`src/rtl/lfsr_period_ctrl.sv`:
```
// Sequencer that seeds the external lfsr, counts cycles until the seed value 1 reappears and
// reports one period per LFSR width. Define LFSR_PERIOD_CHECK_EN to compare against maximal length.
module lfsr_period_ctrl #(
    parameter int CNT_W      = 12,
    parameter int MAX_CYCLES = 4095
) (
    input  logic             clk,
    input  logic             rst_n,
    input  logic             go,
    input  logic             sweep_all,
    input  logic [1:0]       cfg_mode,
    input  logic             abort,
    input  logic [10:0]      lfsr_out,
    output logic             lfsr_start,
    output logic             lfsr_stop,
    output logic [1:0]       lfsr_mode,
    output logic [CNT_W-1:0] period,
    output logic [1:0]       period_mode,
    output logic             period_timeout,
    output logic             period_ok,
    output logic             period_valid,
    input  logic             period_ready,
    output logic             busy,
    output logic             done
);

    typedef enum logic [1:0] {
        IDLE   = 2'd0,
        SEED   = 2'd1,
        RUN    = 2'd2,
        REPORT = 2'd3
    } state_t;

    localparam logic [CNT_W-1:0] MAX_CNT = CNT_W'(MAX_CYCLES);

    state_t           state;
    state_t           state_nxt;
    logic             sweep_q;
    logic [CNT_W-1:0] cnt;
    logic             seed_hit;
    logic             cnt_max;
    logic             more_modes;

    // cnt != 0 excludes the first RUN cycle, where the freshly loaded seed is still visible.
    assign seed_hit   = (lfsr_out == 11'd1) && (cnt != '0);
    assign cnt_max    = (cnt == MAX_CNT);
    assign more_modes = sweep_q && (lfsr_mode != 2'd3);

    // NOTE: every variable gets its default before the case so no path can infer a latch.
    always_comb begin
        state_nxt = state;
        case (state)
            IDLE:    if (go) state_nxt = SEED;
            SEED:    state_nxt = RUN;
            RUN:     if (seed_hit || cnt_max) state_nxt = REPORT;
            REPORT:  if (period_ready) state_nxt = more_modes ? SEED : IDLE;
            default: state_nxt = IDLE;
        endcase
        if (abort) state_nxt = IDLE;
    end

    // NOTE: sequential state uses non-blocking assignments so every register samples pre-edge values.
    always_ff @(posedge clk or negedge rst_n) begin
        if (!rst_n) state <= IDLE;
        else        state <= state_nxt;
    end

    always_ff @(posedge clk or negedge rst_n) begin
        if (!rst_n) begin
            sweep_q        <= 1'b0;
            lfsr_mode      <= 2'd0;
            cnt            <= '0;
            period         <= '0;
            period_mode    <= 2'd0;
            period_timeout <= 1'b0;
            done           <= 1'b0;
        end else begin
            done <= 1'b0;
            if (!abort) begin
                case (state)
                    IDLE: begin
                        if (go) begin
                            sweep_q   <= sweep_all;
                            lfsr_mode <= sweep_all ? 2'd0 : cfg_mode;
                        end
                    end
                    SEED: cnt <= '0;
                    RUN: begin
                        if (!cnt_max) cnt <= cnt + CNT_W'(1);
                        if (seed_hit) begin
                            period         <= cnt;
                            period_mode    <= lfsr_mode;
                            period_timeout <= 1'b0;
                        end else if (cnt_max) begin
                            period         <= MAX_CNT;
                            period_mode    <= lfsr_mode;
                            period_timeout <= 1'b1;
                        end
                    end
                    REPORT: begin
                        if (period_ready) begin
                            if (more_modes) lfsr_mode <= lfsr_mode + 2'd1;
                            else            done      <= 1'b1;
                        end
                    end
                    default: ;
                endcase
            end
        end
    end

`ifdef LFSR_PERIOD_CHECK_EN
    logic [CNT_W-1:0] exp_period;

    always_comb begin
        exp_period = CNT_W'(255);
        case (lfsr_mode)
            2'd0: exp_period = CNT_W'(255);
            2'd1: exp_period = CNT_W'(511);
            2'd2: exp_period = CNT_W'(1023);
            2'd3: exp_period = CNT_W'(2047);
            default: ;
        endcase
    end

    always_ff @(posedge clk or negedge rst_n) begin
        if (!rst_n) begin
            period_ok <= 1'b0;
        end else if (!abort && (state == RUN)) begin
            if (seed_hit)     period_ok <= (cnt == exp_period);
            else if (cnt_max) period_ok <= 1'b0;
        end
    end
`else
    assign period_ok = 1'b0;
`endif

    assign lfsr_start   = (state == SEED);
    assign lfsr_stop    = (state == IDLE) || (state == REPORT);
    assign period_valid = (state == REPORT);
    assign busy         = (state != IDLE);

endmodule

```
`config.mk`:
```
export PLATFORM = sky130hd
export DESIGN_NAME = lfsr_period_ctrl
export DESIGN_NICKNAME = d
export VERILOG_FILES = /design/src/rtl/lfsr_period_ctrl.sv
export SDC_FILE = /design/constraint.sdc
export NUM_CORES = 1
export LEC_CHECK = 0
export ABC_AREA = 1
export CORE_ASPECT_RATIO = 2
export CORE_UTILIZATION = 45
export CTS_BUF_LIST = sky130_fd_sc_hd__clkbuf_8
export DETAILED_ROUTE_END_ITERATION = 6
export HOLD_SLACK_MARGIN = 0.15
export PLACE_DENSITY = 0.75
export SETUP_SLACK_MARGIN = 0.5
export SYNTH_ARGS = -nofsm -noshare
export SYNTH_HDL_FRONTEND = slang
export SYNTH_SLANG_ARGS = --single-unit
```
`constraint.sdc`:
```
create_clock -name clk -period 1.7 [get_ports clk]
set_input_delay 0.34 -clock clk [delete_from_list [all_inputs] [get_ports clk]]
set_output_delay 0.34 -clock clk [all_outputs]
set_load 0.01 [all_outputs]
```
# Yosys cells after proc, flatten, opt, wreduce, memory -nomap -nowiden

Cells that the tools add are included.

Input port bits: 19
Output and inout bits: 23
Flip-flop bits (word level): 33
Word-level logic and storage cells: 62

Equality and inequality tests: 13
Reductions and logical operators: 15
Bitwise logic cells: 1
Mux-type cells: 23
Add/sub/neg operators: 2

Operators with widths:

| operator                                              | number |
|---|---|
| 2-to-1 mux 12 bit                                     | 3 |
| case mux 12 bit (2 select lines)                      | 1 |
| 2-to-1 mux 2 bit                                      | 10 |
| adder 12 x 1 -> 12 bit (second input constant)        | 1 |
| equality test 12 bit (second input constant)          | 1 |
| AND reduction 3 bit                                   | 4 |
| nonzero test 12 bit                                   | 1 |
| equality test 11 x 1 -> 1 bit (second input constant) | 1 |
| case mux 2 bit (4 select lines)                       | 1 |
| nonzero test 2 bit                                    | 4 |
| 2-to-1 mux 1 bit                                      | 7 |
| != test 2 bit (second input constant)                 | 3 |
| != test 3 bit (second input constant)                 | 2 |
| AND reduction 5 bit                                   | 1 |
| equality test 2 bit (second input constant)           | 2 |
| != test 2 x 1 -> 1 bit (second input constant)        | 2 |
| case mux 2 bit (2 select lines)                       | 1 |
| != test 3 x 2 -> 1 bit (second input constant)        | 1 |
| adder 2 x 1 -> 2 bit (second input constant)          | 1 |
| equality test 2 x 1 -> 1 bit (second input constant)  | 1 |
| logical AND 1 bit                                     | 2 |
| logical NOT 2 bit                                     | 1 |
| logical OR 1 bit                                      | 2 |
| inverter 1 bit                                        | 1 |

# Depth between registers and ports, before layout

Word-level depth: 6
Gate-level depth with buffers: 10
Gate-level depth less buffers: 10

# Worst setup path after synthesis

OpenSTA, ideal clock, no wires.

Path kind: reg2reg
Start: register state[0]
End: register period[0]
Slack: 0.019 ns
Setup time: 0.143 ns
Cell stages (with the launch flop): 9
Path buffers: 1
Data arrival time: 1.538 ns
Path through: dfrtp_1 -> inv_1 -> ha_1 -> buf_4 -> inv_1 -> nor2_1 -> inv_1 -> nor2_2 -> a22oi_1

Word-level cells in the longest chain between the ends: 2

Ends and longest elaborated chain:

| element                       | line | text |
|---|---|---|
| start, declared               | 36   | `state_t state;` |
| start signal, assigned        | 65   | `else state <= state_nxt;` |
| equality test 2 bit           | 80   | `case (state)` |
| AND reduction 3 bit (no line) | n/a  |  |
| end signal, assigned          | 91   | `period <= cnt;` |
| end, declared                 | 17   | `output logic [CNT_W-1:0] period,` |

Every way passes these cells.
A chain may end at the register's enable or synchronous reset.

# Worst setup path in the final report

Start: register cnt[2]
End: register period[6]

Word-level cells in the longest chain between the ends: 4

Ends and longest elaborated chain:

| element                       | line | text |
|---|---|---|
| start, declared               | 39   | `logic [CNT_W-1:0] cnt;` |
| start signal, assigned        | 89   | `if (!cnt_max) cnt <= cnt + CNT_W'(1);` |
| nonzero test 12 bit           | 45   | `assign seed_hit = (lfsr_out == 11'd1) && (cnt != '0);` |
| logical AND 1 bit             | 45   |  |
| nonzero test 2 bit (no line)  | n/a  |  |
| AND reduction 3 bit (no line) | n/a  |  |

Parallel ways exist; a longest one is shown, timed or not.

==> metrics <==
final number of hold-violating endpoints=0; RSZ-0062 raised after global routing=true; endpoint arrival time on the critical path=1830 ps; Final Cell Area=3080 sq um; Final Setup Violations=0; number of core rows=33; HPWL reported at the end of detailed placement=3420 microns; clock sink count=33; Final Cycle Share=95.0%; synthesis-to-finish area growth=60.9%; beginning of the worst register-to-register path=cnt[2]$_DFFE_PN0P_; total CTS buffers=5; register bit count reported by yosys=33; Max H-tree Level=2; layout cells sized above 1=44.4%; overflow left after global routing=0; Setup crit end kind=flip-flop; leakage dissipation=1.51 nW; Gate Count Post-Synth=247; area enclosed by the die boundary=4530 sq um; number of placed instances, taps included=348; IR drop worst, VDD=1.25 mV; Period minus WS final=1610 ps; initial core utilization=46.8%; worst setup path class=reg -> reg; Clock Latency Late Sink=300 ps; post-synth top area cell=sky130_fd_sc_hd__dfrtp_1; CTS Hold Buffers Added=0; overall global routing resource usage=27.8%; final setup skew=9.59 ps; warning count from the yosys run=0; global-route wire length before repair=8740 microns; worst-path maximum fanout=7; cell area after synthesis=1910 sq um; clk root buf=sky130_fd_sc_hd__clkbuf_8; startpoint types=flip-flop; final net count=355; core box area=4090 sq um; die span in y=94.2 microns; top-level I/O count=42; Final Max Slew Viols=0; power consumption=0.00340 W; maximum number of buffers from clock root to sink=2; IO buf count=40; vias=2019; via count of the first global-routing pass=1997; WL per Instance=15.6 microns; ranking of synthesized cells by area=sky130_fd_sc_hd__dfrtp_1, sky130_fd_sc_hd__nand2_1, sky130_fd_sc_hd__inv_1; cell area after placement=2480 sq um; DRC Markers=0; syn_nets=274; overall die width=48.1 microns; initial antenna violation count=0; Yosys top cell area share=43.2%; sequential-to-total area share from yosys stat=43.2%; result of the run=finished, final reports clean; Hold/Removal Path Class=in -> async; post-detailed-route via-to-cell ratio=5.30; weighted congestion reported at the end of routability-driven placement=0.949; largest net degree at the start of global routing=22; number of optimization iterations in the first detailed-route pass=4; Reg2Reg Depth=9; MaxCap Viol Count=0; fin cells=381; setup slack on the worst flop-to-flop path=90 ps; Antenna Diode Count=0; layout filler cell count=264; worst reg2reg endpoint=period[6]$_DFFE_PN0P_; Worst Path Required=1920 ps; Reg clk slew, reported paths=80 ps; drt initial violations=65; Max Freq=0.619 GHz; Routed Antenna Nets=0; cell area power density=1100 nW/um^2; final wirelength=5930 microns; Unique masters post-synth=26; average instance area after synthesis=7.75 sq um; clock tree from TritonCTS=built
cell usage in the layout, fill, tap and decap left out, types with 7 or more instances in the layout:
cell type and instances:
sky130_fd_sc_hd__inv_1 33, sky130_fd_sc_hd__ha_4 7, sky130_fd_sc_hd__o21ai_2 8, sky130_fd_sc_hd__buf_4 28, sky130_fd_sc_hd__nand2_2 14, sky130_fd_sc_hd__nand2_1 40, sky130_fd_sc_hd__clkdlybuf4s50_1 14, sky130_fd_sc_hd__buf_6 12
sky130_fd_sc_hd__nand3_1 14, sky130_fd_sc_hd__o21ai_1 8, sky130_fd_sc_hd__buf_2 18, sky130_fd_sc_hd__nand2_4 7, sky130_fd_sc_hd__nor2_1 18, sky130_fd_sc_hd__dfrtp_1 28
kinds of logic (layout without fill, tap and decap cells):
group | Yosys count | count (layout) | synth area share, %
AO/OA/AOI/OAI | 34 | 34 | 10.5
XOR/XNOR | 4 | 4 | 1.83
adder cells (fa/ha/maj) | 8 | 8 | 5.23
buffers and inverters | 49 | 128 | 11.1
flip-flops | 33 | 33 | 43.2
other | 1 | 1 | 0.196
AND/OR/NAND/NOR | 118 | 121 | 28.0
how the worst max path moves through the flow:
stage / slack [ps] / to / depth (start not counted) / from
final: 90 / period[6]$_DFFE_PN0P_ / 9 / cnt[2]$_DFFE_PN0P_
after global routing: -40 / period[5]$_DFFE_PN0P_ / 9 / cnt[2]$_DFFE_PN0P_
after CTS: 160 / cnt[0]$_DFFE_PN0P_ / 8 / cnt[0]$_DFFE_PN0P_
after detailed placement: -130 / period[8]$_DFFE_PN0P_ / 9 / lfsr_out[0]
after global placement: -120 / period[8]$_DFFE_PN0P_ / 10 / lfsr_out[0]
after floorplan: 290 / cnt[9]$_DFFE_PN0P_ / 10 / state[0]$_DFFE_PN0P_
area by class of cell:
class | instances | area (sq um) | share of cell area [%]
clock buffer | 5 | 68.8 | 2.24
clock inverter | 3 | 46.3 | 1.50
inverter | 43 | 176 | 5.73
multi-input combinational | 168 | 1240 | 40.4
sequential | 33 | 832 | 27.0
tap | 52 | 65.1 | 2.11
timing repair buffer | 77 | 646 | 21.0
per-layer routing:
metal / routed length (microns) / global-route usage [%]
met1: 2030 / 27.9
met3: 328 / 5.19
met5: 0 / 0
met2: 3240 / 47.7
met4: 325 / 17.8
per-stage QoR:
| stage | utilization, % | setup TNS [ps] | worst slack [ps] | hold slack, ps |
|---|---|---|---|---|
| floorplan | - | 0 | 294 | 44.4 |
| global placement | 60.7 | -869 | -116 | 478 |
| detailed placement | 60.7 | -1120 | -130 | 483 |
| CTS | 69.3 | 0 | 160 | 383 |
| global route | 75.3 | -197 | -42.4 | 384 |
| finish | 75.3 | 0 | 85.5 | 378 |
power by group:
part | total [W] | switching, W | internal (W)
logic | 0.00167 | 0.000882 | 0.000788
clock network | 0.000763 | 0.000325 | 0.000439
registers | 0.000964 | 0.0000945 | 0.000869
total | 0.00340 | 0.00130 | 0.00210
Yosys cell counts:
library cell / count
sky130_fd_sc_hd__nand3_1: 16
sky130_fd_sc_hd__conb_1: 1
sky130_fd_sc_hd__buf_6: 2
sky130_fd_sc_hd__nand2_1: 56
sky130_fd_sc_hd__nand2_4: 1
sky130_fd_sc_hd__nand2_2: 4
sky130_fd_sc_hd__o21ai_2: 2
sky130_fd_sc_hd__or2_2: 1
sky130_fd_sc_hd__nor2_2: 3
sky130_fd_sc_hd__xor2_1: 4
sky130_fd_sc_hd__nand3_2: 1
sky130_fd_sc_hd__a21oi_1: 3
sky130_fd_sc_hd__nand4_1: 3
sky130_fd_sc_hd__nor2_4: 1
sky130_fd_sc_hd__a22oi_1: 9
sky130_fd_sc_hd__ha_1: 8
sky130_fd_sc_hd__nor3_2: 2
sky130_fd_sc_hd__buf_2: 1
sky130_fd_sc_hd__inv_1: 43
sky130_fd_sc_hd__nand3b_1: 2
sky130_fd_sc_hd__o21ai_0: 19
sky130_fd_sc_hd__buf_4: 3
sky130_fd_sc_hd__nor2_1: 25
sky130_fd_sc_hd__o22ai_1: 1
sky130_fd_sc_hd__dfrtp_1: 33
sky130_fd_sc_hd__nor3_1: 3
registers in the layout, summed over array words and instances, names as in the netlist:
register / flops
cnt: 12
done: 1
lfsr_mode: 2
period: 12
period_mode: 2
period_timeout: 1
state: 2
sweep_q: 1
timing repair:
| action | in CTS | in global routing |
|---|---|---|
| pin swaps | 19 | 27 |
| resized for setup | 133 | 62 |
| endpoints found under the setup margin | 54 | 40 |
| setup buffers | 17 | 5 |
| gates cloned | 3 | 0 |
worst max-delay path, cell delays in order, from the launching register on:
cell and delay (ps):
sky130_fd_sc_hd__dfrtp_1 480, sky130_fd_sc_hd__nor2_1 250, sky130_fd_sc_hd__nand2_1 80, sky130_fd_sc_hd__nor2_1 130, sky130_fd_sc_hd__nand2_2 70, sky130_fd_sc_hd__nand2_4 150, sky130_fd_sc_hd__nand2_8 100, sky130_fd_sc_hd__nand3_4 110
sky130_fd_sc_hd__nand2_1 70, sky130_fd_sc_hd__o21ai_1 80
Power figures use the tool's default switching activity.
